==> src/rtl/i2c_dice_regs.sv <==
`default_nettype none
// ============================================================================
// i2c_dice_regs : I2C-mapped dice roller (LFSR sample reduced modulo N)
// Rev 1.0
// ============================================================================
module i2c_dice_regs #(
  parameter logic [7:0]  ID_VALUE   = 8'hD1,
  parameter logic [15:0] LFSR_RESET = 16'hACE1
) (
  input  logic       clk,
  input  logic       rst_n,
  input  logic       i_rw,
  input  logic [7:0] i_addr,
  input  logic       i_wen,
  input  logic [7:0] i_wdata,
  input  logic       i_rdata_used,
  output logic [7:0] o_rdata,
  output logic [7:0] o_result,
  output logic       o_result_valid,
  output logic       o_busy
);

  localparam logic [7:0]  c_ADDR_ID      = 8'h00;
  localparam logic [7:0]  c_ADDR_CTRL    = 8'h01;
  localparam logic [7:0]  c_ADDR_STATUS  = 8'h02;
  localparam logic [7:0]  c_ADDR_RESULT  = 8'h03;
  localparam logic [7:0]  c_ADDR_SEED    = 8'h04;
  localparam logic [7:0]  c_ADDR_SCRATCH = 8'h05;
  localparam logic [15:0] c_TAPS         = 16'hB400;

  typedef enum logic [0:0] {
    S_IDLE   = 1'b0,
    S_REDUCE = 1'b1
  } state_t;

  state_t      r_state;
  state_t      w_state_nxt;
  logic [7:0]  r_sides;
  logic [7:0]  r_rem;
  logic [7:0]  r_result;
  logic        r_result_valid;
  logic        r_done;
  logic        r_err;
  logic        r_ovr;
  logic [7:0]  r_scratch;
  logic [15:0] r_lfsr;
  logic        r_hold;
  logic [7:0]  r_rdata;

  logic        w_busy;
  logic        w_ctrl_wr;
  logic        w_seed_wr;
  logic        w_scratch_wr;
  logic        w_start;
  logic        w_reject;
  logic        w_overrun;
  logic        w_finish;
  logic        w_clr;
  logic [15:0] w_lfsr_step;
  logic [7:0]  w_status;
  logic [7:0]  w_rdata_nxt;
  logic        w_unused_rw;

  // Transaction direction is carried for completeness only.
  assign w_unused_rw  = i_rw;

  assign w_busy       = (r_state == S_REDUCE);
  assign w_ctrl_wr    = i_wen && (i_addr == c_ADDR_CTRL);
  assign w_seed_wr    = i_wen && (i_addr == c_ADDR_SEED);
  assign w_scratch_wr = i_wen && (i_addr == c_ADDR_SCRATCH);
  assign w_start      = w_ctrl_wr && !w_busy && (i_wdata >= 8'd2);
  assign w_reject     = w_ctrl_wr && !w_busy && (i_wdata < 8'd2);
  assign w_overrun    = w_ctrl_wr && w_busy;
  assign w_finish     = w_busy && (r_rem < r_sides);
  assign w_clr        = i_rdata_used && (i_addr == c_ADDR_STATUS);
  assign w_lfsr_step  = {1'b0, r_lfsr[15:1]} ^ (r_lfsr[0] ? c_TAPS : 16'h0000);
  assign w_status     = {4'b0000, r_ovr, r_err, r_done, w_busy};

  always_comb begin
    w_state_nxt = r_state;
    case (r_state)
      S_IDLE:   if (w_start)  w_state_nxt = S_REDUCE;
      S_REDUCE: if (w_finish) w_state_nxt = S_IDLE;
      default:  w_state_nxt = S_IDLE;
    endcase
  end

  always_ff @(posedge clk or negedge rst_n) begin
    if (!rst_n) r_state <= S_IDLE;
    else        r_state <= w_state_nxt;
  end

  always_ff @(posedge clk or negedge rst_n) begin
    if (!rst_n) begin
      r_sides        <= 8'h00;
      r_rem          <= 8'h00;
      r_result       <= 8'h00;
      r_result_valid <= 1'b0;
    end else begin
      r_result_valid <= w_finish;
      if (w_ctrl_wr && !w_busy) r_sides <= i_wdata;
      if (w_start) begin
        r_rem <= r_lfsr[7:0];
      end else if (w_busy && !w_finish) begin
        r_rem <= r_rem - r_sides;
      end
      if (w_finish) r_result <= r_rem + 8'd1;
    end
  end

  // Set events take priority over clear-on-read of STATUS.
  always_ff @(posedge clk or negedge rst_n) begin
    if (!rst_n) begin
      r_done <= 1'b0;
      r_err  <= 1'b0;
      r_ovr  <= 1'b0;
    end else begin
      r_done <= w_finish  | (r_done & ~w_start & ~w_clr);
      r_err  <= w_reject  | (r_err & ~w_clr);
      r_ovr  <= w_overrun | (r_ovr & ~w_clr);
    end
  end

  // A seed freezes the LFSR so the next roll samples exactly the seeded value.
  always_ff @(posedge clk or negedge rst_n) begin
    if (!rst_n) begin
      r_lfsr <= LFSR_RESET;
      r_hold <= 1'b0;
    end else begin
      if (w_seed_wr) begin
        r_lfsr <= {i_wdata, ~i_wdata};
        r_hold <= 1'b1;
      end else begin
        if (!r_hold) r_lfsr <= w_lfsr_step;
        if (w_start) r_hold <= 1'b0;
      end
    end
  end

  always_ff @(posedge clk or negedge rst_n) begin
    if (!rst_n)             r_scratch <= 8'h00;
    else if (w_scratch_wr)  r_scratch <= i_wdata;
  end

  always_comb begin
    w_rdata_nxt = 8'hFF;
    case (i_addr)
      c_ADDR_ID:      w_rdata_nxt = ID_VALUE;
      c_ADDR_CTRL:    w_rdata_nxt = r_sides;
      c_ADDR_STATUS:  w_rdata_nxt = w_status;
      c_ADDR_RESULT:  w_rdata_nxt = r_result;
      c_ADDR_SEED:    w_rdata_nxt = 8'h00;
      c_ADDR_SCRATCH: w_rdata_nxt = r_scratch;
      default:        w_rdata_nxt = 8'hFF;
    endcase
  end

  always_ff @(posedge clk or negedge rst_n) begin
    if (!rst_n) r_rdata <= 8'h00;
    else        r_rdata <= w_rdata_nxt;
  end

  assign o_rdata        = r_rdata;
  assign o_result       = r_result;
  assign o_result_valid = r_result_valid;
  assign o_busy         = w_busy;

endmodule
`default_nettype wire

==> config.mk <==
export PLATFORM = sky130hd
export DESIGN_NAME = i2c_dice_regs
export DESIGN_NICKNAME = d
export VERILOG_FILES = /design/src/rtl/i2c_dice_regs.sv
export SDC_FILE = /design/constraint.sdc
export NUM_CORES = 1
export LEC_CHECK = 0
export ABC_CLOCK_PERIOD_IN_PS = 6600
export BUFFER_PORTS_ARGS = -buffer_cell sky130_fd_sc_hd__buf_2
export CORE_ASPECT_RATIO = 1.4
export CORE_MARGIN = 2
export CORE_UTILIZATION = 55
export CTS_BUF_LIST = sky130_fd_sc_hd__clkbuf_8
export DETAILED_ROUTE_END_ITERATION = 8
export PLACE_DENSITY = 0.86
export SYNTH_ARGS = -nofsm -noshare
export SYNTH_HDL_FRONTEND = slang
export SYNTH_SLANG_ARGS = --single-unit
==> constraint.sdc <==
create_clock -name clk -period 6.6 [get_ports clk]
set_input_delay 0.33 -clock clk [delete_from_list [all_inputs] [get_ports clk]]
set_output_delay 0.33 -clock clk [all_outputs]
set_load 0.02 [all_outputs]
==> results.cfg <==
[run_status]
status = completed

[placed_design]
portBuffers = 37
dpl_worst_slack_ns = 3.96
gp_congestion = 0.839
dp_cells = 406
hpwl_microns = 5310

[setup_path]
r2r_start = r_rem[0]$_DFFE_PN0P_
worstRegToRegCells = 8
path_max_fanout = 16
critical_path_arrival_ns = 2.92
r2r-end = o_result[1]$_DFFE_PN0P_
cp_data_required_time_ns = 6.83
critPathCaptureType = flip-flop
rrSetupSlack_ns = 3.91
start_kind = flip-flop
path_class = flip-flop to flip-flop

[sta]
rsz0062_at_grt = false
tns_ns = 0
max_freq_mhz = 372
hold_viol_final = 0
finalSetupViolCount = 0
finalWorstSetupSlack_ns = 3.91
tightest_slew_ns = 0.967
fin_worst_skew_ns = 0.0119
finalMaxSlewViolations = 0
min_period_over_period_pct = 40.8
layout_min_cycle_time_ns = 2.69
slew_headroom_pct = 35.3

[cells_and_area]
area_growth_pct = 12.7
n_antenna_cell = 0
stdcell_count = 422
fin_nets = 380
drive_gt1_share_pct = 22.9

[power]
power_density_nw_per_um2 = 290
ir_drop_uv = 255
total_power_mw = 1.04
power.leakage_nw = 1.59

[logic_synthesis]
async_reset_ff_share_pct = 100
yosysSeqAreaShare_pct = 49.3
postSynthAreaPerCell_sq_um = 10.1
synth_seq_cells = 62
synth_fp_nets = 343
synthFlopType = dfrtp_1
synth_edf_count = 0
synth.distinct_cells = 44
synth_top_area_share_pct = 42.7
yosysTopAreaCell = dfrtp_1
synth_cells = 312
ys_warn_count = 0
synthTopCellsByCount = dfrtp_1 (54), nand2_1 (43), o21ai_0 (26)
yosysMostFrequentCell = dfrtp_1
syn_area_sq_um = 3170
ys_top_cells_by_area = dfrtp_1 (43%), dfstp_2 (6.6%), mux2_2 (5.3%)

[global_routing]
grt_max_degree = 63
grt_pass1_vias = 2414
grt_pass1_wl_microns = 11900
antenna_found_initial = 0
grtUsageTotal_pct = 25.6
grt_overflow = 0

[clock_network]
numCtsBuffers = 9
cts_tree = built
h-tree-depth = 3
cts_setup_buffers = 0
ctsResizeCount = 0
clock_path_buffers = 2
clkSlewWorstSetupHoldPaths_ns = 0.07
clockRootBuffer = clkbuf_8
clk_latency_ns = 0.34
hold_buffers = 0
cts_sinks = 62

[run]
maxCapViolations = 0

[min_path]
min_path_type = input pin to async pin

[die]
core_sq_um = 5530
die-area_sq_um = 6390
die_h_microns = 93.8
rows = 32
io_pins = 39
die_x_microns = 68.1
start_util_pct = 57.3

[detailed_routing]
postRouteAntennaNets = 0
num_vias = 2486
viasPerCell = 5.89
dr.pass1.iters = 4
drt-initial-drc-count = 356
post_drt_wl_per_cell_microns = 17.1
drc_errors = 0
wirelength_microns = 7230
==> layer usage <==
layer  global-route usage, %  share of wire, %
met1                    31.5                40
met2                    42.4                53
met3                    3.36               3.7
met4                    14.0               3.6
met5                       0                 0
==> layout by cell type (no fill, tap or decap), types with 3 or more instances in the layout <==
cell,synthesis,routed
dfrtp_1,54,54
nand2_1,43,43
buf_2,5,37
o21ai_0,26,26
a21oi_1,23,23
inv_1,15,19
nor2_1,16,16
mux2_2,15,15
xnor2_1,12,12
clkbuf_8,0,11
ha_1,9,9
o211ai_1,8,8
dfstp_2,8,8
and3_1,7,7
o21a_1,7,7
mux2i_1,6,6
nand2b_1,4,4
a211oi_1,4,4
nand3_1,4,4
nor3_1,3,3
a22o_1,3,3
a221oi_1,3,3
nor2b_1,3,3
==> area by class of cell <==
| type | count | area (sq um) |
|---|---|---|
| clock buffers | 11 | 151 |
| clock inverters | 5 | 20.0 |
| fillers | 460 | 1960 |
| inverters | 15 | 56.3 |
| multi-input cells | 222 | 1490 |
| flip-flops and latches | 62 | 1560 |
| well taps | 68 | 85.1 |
| repair buffers | 39 | 200 |
==> worst max path at each step <==
stage,start,endpoint,slack (ns),cells past startpoint
floorplan,r_rem[0]$_DFFE_PN0P_,r_rem[3]$_DFFE_PN0P_,4.32,9
global placement,r_rem[0]$_DFFE_PN0P_,r_rem[3]$_DFFE_PN0P_,3.99,9
detailed placement,r_rem[0]$_DFFE_PN0P_,r_rem[3]$_DFFE_PN0P_,3.96,9
CTS,r_rem[0]$_DFFE_PN0P_,o_result[1]$_DFFE_PN0P_,3.92,8
global route,r_rem[0]$_DFFE_PN0P_,o_result[1]$_DFFE_PN0P_,3.68,8
finish,r_rem[0]$_DFFE_PN0P_,o_result[1]$_DFFE_PN0P_,3.91,8
==> logic make-up after synthesis <==
group / Yosys count / share of synthesized area (%)
compound gates: 89 / 18.1
buf+inv: 28 / 3.52
mux: 21 / 7.23
fa+ha+maj: 10 / 4.19
xor+xnor: 14 / 3.87
simple gates: 88 / 13.7
flops: 62 / 49.3
==> worst max-delay path: stages (launching register included) <==
cell and delay [ns]:
dfrtp_1 0.42, inv_1 0.10, ha_1 0.17, inv_1 0.05
fa_1 0.41, a211oi_1 0.43, o21a_1 0.20, o211ai_1 0.38
mux2_2 0.41
==> registers in the layout, summed over array words and instances (netlist names) <==
signal and cells:
o_rdata 8, o_result 8, r_sides 8, r_ovr 1, r_hold 1, r_done 1, r_err 1, r_rem 8
o_result_valid 1, r_scratch 8, r_lfsr 16, o_busy 1
==> power by group <==
| group | switching (mW) | internal, mW | leakage [nW] |
|---|---|---|---|
| Clock | 0.139 | 0.151 | 0.104 |
| Combinational | 0.106 | 0.110 | 0.792 |
| Sequential | 0.0623 | 0.467 | 0.693 |
==> metrics by stage <==
stage / util [%] / instance area [sq um] / hold slack [ns]
4_1_cts: 64.6 / 3570 / 0.175
6_report: 64.6 / 3570 / 0.140
5_1_grt: 64.6 / 3570 / 0.213
3_3_place_gp: 61.5 / 3400 / 0.483
3_5_place_dp: 61.5 / 3400 / 0.489
2_1_floorplan: - / 3170 / 0.0344
No activity file was read; power rests on OpenSTA's default activity.
